### src/rtl/fetch_sequencer.sv
// Instruction fetch sequencer for the MIPS core.
// Drives a word-addressed synchronous instruction memory (one-cycle registered read), pairs each
// returned word with the PC it was fetched from and hands it to decode over valid/ready. Decode
// stalls are absorbed by re-issuing the held address so the memory keeps returning the same word.
// Redirects squash the word on the output in the same cycle and issue the target immediately.
module fetch_sequencer #(
  parameter int unsigned       ADDR_W    = 32,
  parameter logic [ADDR_W-1:0] RESET_PC  = '0,
  parameter int unsigned       MEM_DEPTH = 8192,
  parameter int unsigned       CNT_W     = 32
) (
  input  logic              clk,
  input  logic              rst_n,
  output logic [ADDR_W-1:0] mem_addr,
  input  logic [31:0]       mem_rdata,
  output logic [31:0]       out_instr,
  output logic [ADDR_W-1:0] out_pc,
  output logic              out_valid,
  input  logic              out_ready,
  input  logic              redirect,
  input  logic [ADDR_W-1:0] redirect_pc,
  input  logic              halt,
  output logic              fault,
  output logic [ADDR_W-1:0] fault_pc,
  output logic [CNT_W-1:0]  fetch_cnt,
  output logic [CNT_W-1:0]  stall_cnt
);

  localparam logic [1:0] StRun    = 2'd0;
  localparam logic [1:0] StHalted = 2'd1;
  localparam logic [1:0] StFault  = 2'd2;

  // One extra bit so a memory filling the whole address space still compares correctly.
  localparam logic [ADDR_W:0] DepthLimit = (ADDR_W + 1)'(MEM_DEPTH);

  logic [1:0]        state_q, state_d;
  logic [ADDR_W-1:0] pc_q, pc_d;
  logic [ADDR_W-1:0] resp_pc_q, resp_pc_d;
  logic              resp_vld_q, resp_vld_d;
  logic [ADDR_W-1:0] fault_pc_q, fault_pc_d;
  logic [CNT_W-1:0]  fetch_cnt_q, fetch_cnt_d;
  logic [CNT_W-1:0]  stall_cnt_q, stall_cnt_d;

  logic              stall;
  logic              accept;
  logic              issue;
  logic              addr_ok;
  logic [ADDR_W-1:0] addr_inc;

  // Decode-facing outputs; a redirect kills the word on the bus in the same cycle.
  always_comb begin
    out_instr = mem_rdata;
    out_pc    = resp_pc_q;
    out_valid = resp_vld_q & ~redirect;
    stall     = out_valid & ~out_ready;
    accept    = out_valid & out_ready;
    fault     = (state_q == StFault);
    fault_pc  = fault_pc_q;
    fetch_cnt = fetch_cnt_q;
    stall_cnt = stall_cnt_q;
  end

  // Read address selection and whether this cycle launches a fetch.
  always_comb begin
    mem_addr = pc_q;
    issue    = 1'b0;
    unique case (state_q)
      StRun: begin
        issue = 1'b1;
        if (redirect) begin
          mem_addr = redirect_pc;
        end else if (stall) begin
          // Replay the held address so the memory re-presents the same word next cycle.
          mem_addr = resp_pc_q;
        end else begin
          mem_addr = pc_q;
        end
      end
      StHalted: begin
        mem_addr = pc_q;
        issue    = ~redirect & ~halt;
      end
      StFault: begin
        mem_addr = redirect ? redirect_pc : pc_q;
        issue    = redirect;
      end
      default: begin
        mem_addr = pc_q;
        issue    = 1'b0;
      end
    endcase
    addr_ok  = ({1'b0, mem_addr} < DepthLimit);
    addr_inc = mem_addr + ADDR_W'(1);
  end

  // Next-state for the sequencing registers: issue, fault capture, halt entry, halted retarget.
  always_comb begin
    state_d    = state_q;
    pc_d       = pc_q;
    resp_pc_d  = resp_pc_q;
    resp_vld_d = resp_vld_q;
    fault_pc_d = fault_pc_q;

    if (issue) begin
      resp_pc_d = mem_addr;
      pc_d      = addr_inc;
      if (addr_ok) begin
        state_d    = StRun;
        resp_vld_d = 1'b1;
        // Halt only once nothing is pending on the output; the address is parked, not issued.
        if (halt && !stall && !redirect) begin
          state_d    = StHalted;
          resp_vld_d = 1'b0;
          pc_d       = mem_addr;
        end
      end else begin
        state_d    = StFault;
        resp_vld_d = 1'b0;
        fault_pc_d = mem_addr;
      end
    end else if (state_q == StHalted && redirect) begin
      pc_d = redirect_pc;
    end else if (state_q != StRun && state_q != StHalted && state_q != StFault) begin
      // Unused encoding: fall back to a clean stopped state.
      state_d    = StHalted;
      resp_vld_d = 1'b0;
    end
  end

  // Saturating statistics counters.
  always_comb begin
    fetch_cnt_d = fetch_cnt_q;
    stall_cnt_d = stall_cnt_q;
    if (accept && !(&fetch_cnt_q)) begin
      fetch_cnt_d = fetch_cnt_q + CNT_W'(1);
    end
    if (stall && !(&stall_cnt_q)) begin
      stall_cnt_d = stall_cnt_q + CNT_W'(1);
    end
  end

  // Sequencing state registers.
  always_ff @(posedge clk or negedge rst_n) begin
    if (!rst_n) begin
      state_q    <= StRun;
      pc_q       <= RESET_PC;
      resp_pc_q  <= RESET_PC;
      resp_vld_q <= 1'b0;
      fault_pc_q <= '0;
    end else begin
      state_q    <= state_d;
      pc_q       <= pc_d;
      resp_pc_q  <= resp_pc_d;
      resp_vld_q <= resp_vld_d;
      fault_pc_q <= fault_pc_d;
    end
  end

  // Statistics counter registers.
  always_ff @(posedge clk or negedge rst_n) begin
    if (!rst_n) begin
      fetch_cnt_q <= '0;
      stall_cnt_q <= '0;
    end else begin
      fetch_cnt_q <= fetch_cnt_d;
      stall_cnt_q <= stall_cnt_d;
    end
  end

endmodule

### config.mk
export PLATFORM = sky130hd
export DESIGN_NAME = fetch_sequencer
export DESIGN_NICKNAME = d
export VERILOG_FILES = /design/src/rtl/fetch_sequencer.sv
export SDC_FILE = /design/constraint.sdc
export NUM_CORES = 1
export LEC_CHECK = 0
export CORE_MARGIN = 8
export CORE_UTILIZATION = 52
export DETAILED_ROUTE_END_ITERATION = 8
export PLACE_DENSITY = 0.83
export SYNTH_ARGS = -nofsm -noshare
export SYNTH_HDL_FRONTEND = slang
export SYNTH_SLANG_ARGS = --single-unit
### constraint.sdc
create_clock -name clk -period 8.1 [get_ports clk]
set_input_delay 1.62 -clock clk [delete_from_list [all_inputs] [get_ports clk]]
set_output_delay 1.62 -clock clk [all_outputs]
set_load 0.005 [all_outputs]
# Yosys cells after proc, flatten, opt, wreduce, memory -nomap -nowiden
# Index checks and enable logic that the tools add are counted.
# W data, S select, Z words.
[totals]
register_bits = 163
input_bits = 69
out_inout_bits = 194
elab_cells = 62
[op_classes]
n_addsub = 3
order_cmp = 1
eq_ne = 5
n_mux = 19
bitwise = 8
n_reduce_logical = 19
[op_table]
columns = ["cell", "count"]
rows = [
  ["$mux W32", 7],
  ["$add A32 B1 Y32 const B", 3],
  ["$pmux W32 S2", 1],
  ["$reduce_and A32 Y1", 2],
  ["$lt A32 B14 Y1 const B", 1],
  ["$mux W2", 4],
  ["$logic_and A1 B1 Y1", 7],
  ["$mux W1", 6],
  ["$reduce_bool A2 Y1", 3],
  ["$and A1 B1 Y1", 4],
  ["$logic_not A1 Y1", 4],
  ["$ne A2 B2 Y1 const B", 2],
  ["$not A1 Y1", 4],
  ["$reduce_and A2 Y1", 2],
  ["$pmux W1 S3", 1],
  ["$eq A2 B1 Y1 const B", 1],
  ["$eq A2 B2 Y1 const B", 1],
  ["$logic_not A2 Y1", 1],
  ["$ne A2 B1 Y1 const B", 1],
]

# Logic depth before layout (Yosys ltp)
[depth]
depth_word = 10
ltp_mapped = 13
mapped_depth_nobuf = 9

# Worst setup path before layout
# Ideal clock, no wire load.
[synth_timing]
path_type = "input to output"
start = "input port redirect"
end = "output port mem_addr[21]"
arrival_time_ns = 2.951
required_ns = 6.480
setup_slack_ns = 3.529
stages = 6
path_buffers = 2
path_cell_list = "buf_2 or3_1 clkbuf_1 o32a_1 o21ai_0 inv_1"
[synth_via]
elab_chain_cells = 6
elab_cells_between_ends = 7
classes_between = "mux (4); bitwise (3)"
[synth_lines]
columns = ["element", "line", "text"]
rows = [
  ["from (decl)", "20", "input logic redirect,"],
  ["$not A1 Y1", "54", "out_valid = resp_vld_q & ~redirect;"],
  ["$and A1 B1 Y1", "54", ""],
  ["$and A1 B1 Y1", "55", "stall = out_valid & ~out_ready;"],
  ["$mux W32", "72", "end else if (stall) begin"],
  ["$mux W32", "70", "if (redirect) begin"],
  ["$pmux W32 S2 *", "67", "unique case (state_q)"],
  ["to (decl)", "14", "output logic [ADDR_W-1:0] mem_addr,"],
]
# Mark *: on every way between the ends. The rest lies on a longest branch, timed or not.

# Worst setup path in the final report
[layout_timing]
start = "input port out_ready"
end = "output port mem_addr[22]"
[layout_via]
elab_chain_cells = 5
[layout_lines]
columns = ["element", "line", "text"]
rows = [
  ["from (decl)", "19", "input logic out_ready,"],
  ["$not A1 Y1", "55", ""],
  ["$and A1 B1 Y1", "55", ""],
  ["$mux W32", "72", ""],
  ["$mux W32", "70", ""],
  ["$pmux W32 S2", "67", ""],
]
# No other way between the ends.

==> results <==
- The first TritonRoute pass finished after 7 iterations.
- After synthesis, the largest family of logic cells by area is simple AND/OR/NAND/NOR gates.
- The detailed-route DRC error count is 0.
- The number of global-route vias before repair is 8054.
- The critical path startpoint category is an input pin.
- The critical path goes through clkdlybuf4s50_1 > and2b_2 > nand2_1 > o221ai_1 > inv_1 > clkdlybuf4s50_1.
- The post-synthesis cell area is between 0.009 and 0.01 sq mm.
- The standby leakage power is 4.73 nW.
- Detailed placement finished with a half-perimeter wire length of 20000 um.
- Measured against the total synthesized area, the mux share comes to 0.0293.
- The startpoint identified for the worst hold timing path is fault_pc[15]$_DFFE_PN0P_.
- Setup violations remaining at the end of the flow were counted as 0.
- The H-tree was split into 4 levels.
- Before CTS, the worst setup slack after placement is 1.91 ns.
- The worst supply voltage drop on vdd is 0.167 mV.
- Clock latency on the worst-skew pair, taken at its later pin, is 0.43 ns.
- The leading register cell type out of synthesis is sky130_fd_sc_hd__dfrtp_1.
- CTS saw around 160 sinks.
- The share of layout cells above drive strength 1 is 0.0723.
- In the synthesized netlist the async set-or-reset flop fraction comes to 1.00.
- The path type of the worst min-delay path is reg -> reg.
- The width of the die is 148 um.
- The worst setup skew after layout is 0.00683 ns.
- The final-report hold violation count was 0.
- The wire length per cell after detailed routing is 20.6 um.
- The most numerous cell on the critical path is sky130_fd_sc_hd__clkdlybuf4s50_1.
- Once layout is complete, the utilization of the core stands at 0.671.
- In this run the critical register-to-register path is launched from state_q[1]$_DFFE_PN0P_.
- The number of gates resized after CTS was 0.
- The cell depth of the worst hold path is 2.
- The part of the cycle the worst path needs is 0.768.
- The number of cells traversed by the worst register-to-register path is 8.
- The count of synthesis-stage warnings from yosys is 0.
- The total negative slack is 0 ns.
- The number of antenna violations at the first check in global routing is 1.
- The number of instances in the synthesized netlist is 982.
- Based on the critical path, the design can be clocked at up to 0.161 GHz.
- The clock-pin slew reported for the worst setup and hold paths after clock tree synthesis is 0.07 ns.
- The antenna violation net count after detailed routing is 0.
- The endpoint identified for the worst register-to-register timing path is pc_q[31]$_DFFE_PN0P_.
- Hold repair after CTS inserted 0 buffers.
- The post-synthesis compound-gate area fraction was 0.150.
- The number of DRC markers in iteration 0 is between 600 and 700.
- The combined global-route utilization of all metal layers is 0.252.
- Setup slack on the worst reg-to-reg path comes out at between 3 and 4 ns.
- The number of buffer cells added on primary ports is 198.
- Max-cap violations in this run came to 0.
- The first global-routing pass estimated 44500 um of wire.
- The flow ran to the end, and the final reports show no timing, DRC or antenna violations.
- The row count is 48.
- The master cell of the clock root buffer is sky130_fd_sc_hd__clkbuf_16.
- The total of flip-flops plus latches after synthesis is 163.
- The region available for standard cell placement spans roughly 0.017 sq mm.
- The sum of overflow across all layers after global routing is 0.
- The xor/xnor cell area share of the yosys netlist is 0.0758.
- The nature of the critical path endpoint is an output pin.
- The combined buffer and inverter count along the critical path is 3.
- Of the total synthesized cell area, the portion taken by AND, OR, NAND and NOR gates is 0.229.
- The number of synthesized flops with an enable pin is 0.
- The arrival time at the worst endpoint is about 4.6 ns.
- Counting along the longest clock path gives a buffer depth of 2.
- Synthesis produced a netlist with a net count of ~1100.
- Setup repair after global routing left no endpoint under its margin.
- The worst path setup slack after routing is 1.88 ns.
- The largest area contributor in the synthesized netlist is sky130_fd_sc_hd__dfrtp_1.
- The share of synthesized cell area in full adder, half adder and majority cells is 0.00411.
- In the post-synthesis netlist, the biggest area contributors are sky130_fd_sc_hd__dfrtp_1 (45%), sky130_fd_sc_hd__nand2_1 (6.1%), sky130_fd_sc_hd__xnor2_1 (5.3%), sky130_fd_sc_hd__a211oi_1 (2.9%), sky130_fd_sc_hd__buf_4 (2.8%).
- The routed design has 28000 um of wire.
- The share of synthesized area in the top cell type comes to 0.447.
- The die is 148 um tall.
- The maximum fanout count along the critical path is 13.
- Post-CTS timing repair inserted 0 buffers for setup.
- The most common library cell in the layout ignoring fill and taps is sky130_fd_sc_hd__clkdlybuf4s50_1.
- The critical path's largest stage delay is about 0.66 ns.
- The top cell types in the final layout, fill and taps aside, are sky130_fd_sc_hd__clkdlybuf4s50_1 (197), sky130_fd_sc_hd__dfrtp_1 (163), sky130_fd_sc_hd__nand2_1 (147).
- The power density over the cells is 238 mW/mm^2.
- The synthesized area per cell is 9.29 sq um.
- For this run, the register share of the synthesized area comes to 0.447.
- The via count is 8340.
- The per-cell via count in the routed design is around 6.1.
- Among cell families on the critical path, the largest total delay comes from buffers and inverters.
- The destination of the worst hold path is fault_pc[15]$_DFFE_PN0P_.
- The number of ports placed on the die boundary is ~260.
- In this run, CTS created clock tree buffers numbering 17.
- The cell with the largest stage delay on the worst path is sky130_fd_sc_hd__clkdlybuf4s50_1.
- The number of max-slew violations in the final report is 0.
- The final net count is 1193.
- Routability-driven placement finished with a final weighted congestion of a little under 1.
- The die covers 0.0220 sq mm.
- The starting density of the core is 0.530.
- The count of different cell masters after synthesis is 75.
- TritonCTS built the clock tree.
- The critical path in this run is classified as in -> out.
- The synthesis-to-finish area growth is 26.8%.
- The remaining max-slew budget at the tightest pin is 0.313.
- For the pin with the worst max-slew slack, the measured transition is 1.03 ns.
- Counting I/O delays and the setup requirement, the final critical path takes 6.22 ns.
- STA puts the critical path data required time at 6.48 ns.
- The largest net degree at the start of global routing is 99.
-- state kept, by name, summed over array words and instances (netlist names) --
register	cells
fault_pc	32
state_q	2
fetch_cnt	32
out_pc	32
resp_vld_q	1
stall_cnt	32
pc_q	32
-- final cells by class --
| class | count | area (sq um) |
|---|---|---|
| Antenna cell | 1 | 2.50 |
| Clock buffer | 18 | 439 |
| Clock inverter | 14 | 176 |
| Fill cell | 1365 | 5660 |
| Inverter | 22 | 83.8 |
| Multi-Input combinational cell | 711 | 4470 |
| Sequential cell | 163 | 4080 |
| Tap cell | 225 | 282 |
| Timing Repair Buffer | 206 | 2040 |
-- worst max path at each step --
stage          startpoint  slack [ns]  cells after the start      endpoint
2_1_floorplan    redirect        3.53                      6  mem_addr[21]
3_3_place_gp    out_ready        1.98                      6  mem_addr[23]
3_5_place_dp    out_ready        1.91                      6  mem_addr[23]
4_1_cts         out_ready        1.91                      6  mem_addr[23]
5_1_grt         out_ready        1.74                      6  mem_addr[23]
6_report        out_ready        1.88                      6  mem_addr[22]
-- cell families after synthesis --
group | Yosys count
AND/OR/NAND/NOR | 409
AO/OA/AOI/OAI | 195
adder cells (fa/ha/maj) | 3
flip-flops | 163
multiplexers | 25
buffers and inverters | 108
XOR/XNOR | 79
-- cell usage after synthesis, types with 3 or more instances --
master,n
sky130_fd_sc_hd__dfrtp_1,163
sky130_fd_sc_hd__or4_1,4
sky130_fd_sc_hd__o21ai_1,3
sky130_fd_sc_hd__a21o_1,10
sky130_fd_sc_hd__nor2_1,52
sky130_fd_sc_hd__o21a_1,6
sky130_fd_sc_hd__o21ai_0,37
sky130_fd_sc_hd__xor2_1,24
sky130_fd_sc_hd__a22o_1,7
sky130_fd_sc_hd__nand3_1,39
sky130_fd_sc_hd__nor4_1,10
sky130_fd_sc_hd__nor2b_1,26
sky130_fd_sc_hd__mux2i_1,11
sky130_fd_sc_hd__nand2b_1,12
sky130_fd_sc_hd__inv_2,3
sky130_fd_sc_hd__ha_1,3
sky130_fd_sc_hd__o32a_1,8
sky130_fd_sc_hd__nand2_1,148
sky130_fd_sc_hd__and4_1,10
sky130_fd_sc_hd__mux2_2,12
sky130_fd_sc_hd__nor3b_1,3
sky130_fd_sc_hd__or3_1,10
sky130_fd_sc_hd__o32ai_1,4
sky130_fd_sc_hd__xnor2_1,55
sky130_fd_sc_hd__o211ai_1,3
sky130_fd_sc_hd__nor3_1,32
sky130_fd_sc_hd__o221ai_1,4
sky130_fd_sc_hd__a211oi_1,35
sky130_fd_sc_hd__and2_1,9
sky130_fd_sc_hd__o22ai_1,10
sky130_fd_sc_hd__clkbuf_1,28
sky130_fd_sc_hd__o221a_2,3
sky130_fd_sc_hd__buf_1,3
sky130_fd_sc_hd__inv_1,17
sky130_fd_sc_hd__buf_4,34
sky130_fd_sc_hd__buf_6,5
sky130_fd_sc_hd__buf_2,16
sky130_fd_sc_hd__a31oi_1,13
sky130_fd_sc_hd__o31ai_1,3
sky130_fd_sc_hd__and3_1,14
sky130_fd_sc_hd__a21oi_1,31
sky130_fd_sc_hd__nand4_1,22
-- per-stage QoR --
step	instances	area (sq um)	total power, mW	hold WS (ns)
finish	1360	11600	2.75	0.474
global placement	1327	11000	1.89	0.461
global route	1359	11600	2.89	0.505
CTS	1359	11600	2.76	0.480
detailed placement	1327	11000	1.91	0.463
floorplan	982	9130	1.48	0.470
-- metal layers --
layer / vias up / part of all wire / track usage
li1: 3747 / - / -
met1: 4090 / 0.41 / 0.329
met2: 442 / 0.46 / 0.393
met3: 61 / 0.10 / 0.0659
met4: 0 / 0.024 / 0.0979
met5: - / 0 / 0
-- worst reg2reg max path, cell delays in order (launching register included) --
cell,delay (ns)
sky130_fd_sc_hd__dfrtp_1,0.80
sky130_fd_sc_hd__nor2b_1,0.68
sky130_fd_sc_hd__o32ai_1,0.20
sky130_fd_sc_hd__a211oi_2,0.60
sky130_fd_sc_hd__and4_1,0.80
sky130_fd_sc_hd__nand3_1,0.30
sky130_fd_sc_hd__or4_1,0.56
sky130_fd_sc_hd__xor2_1,0.15
sky130_fd_sc_hd__a21oi_1,0.08
-- where the power goes --
| group | switching (mW) | internal, mW |
|---|---|---|
| clock network | 0.350 | 0.499 |
| registers | 0.122 | 0.960 |
| logic | 0.403 | 0.418 |
Note: power is estimated with default switching activity, not from simulation.
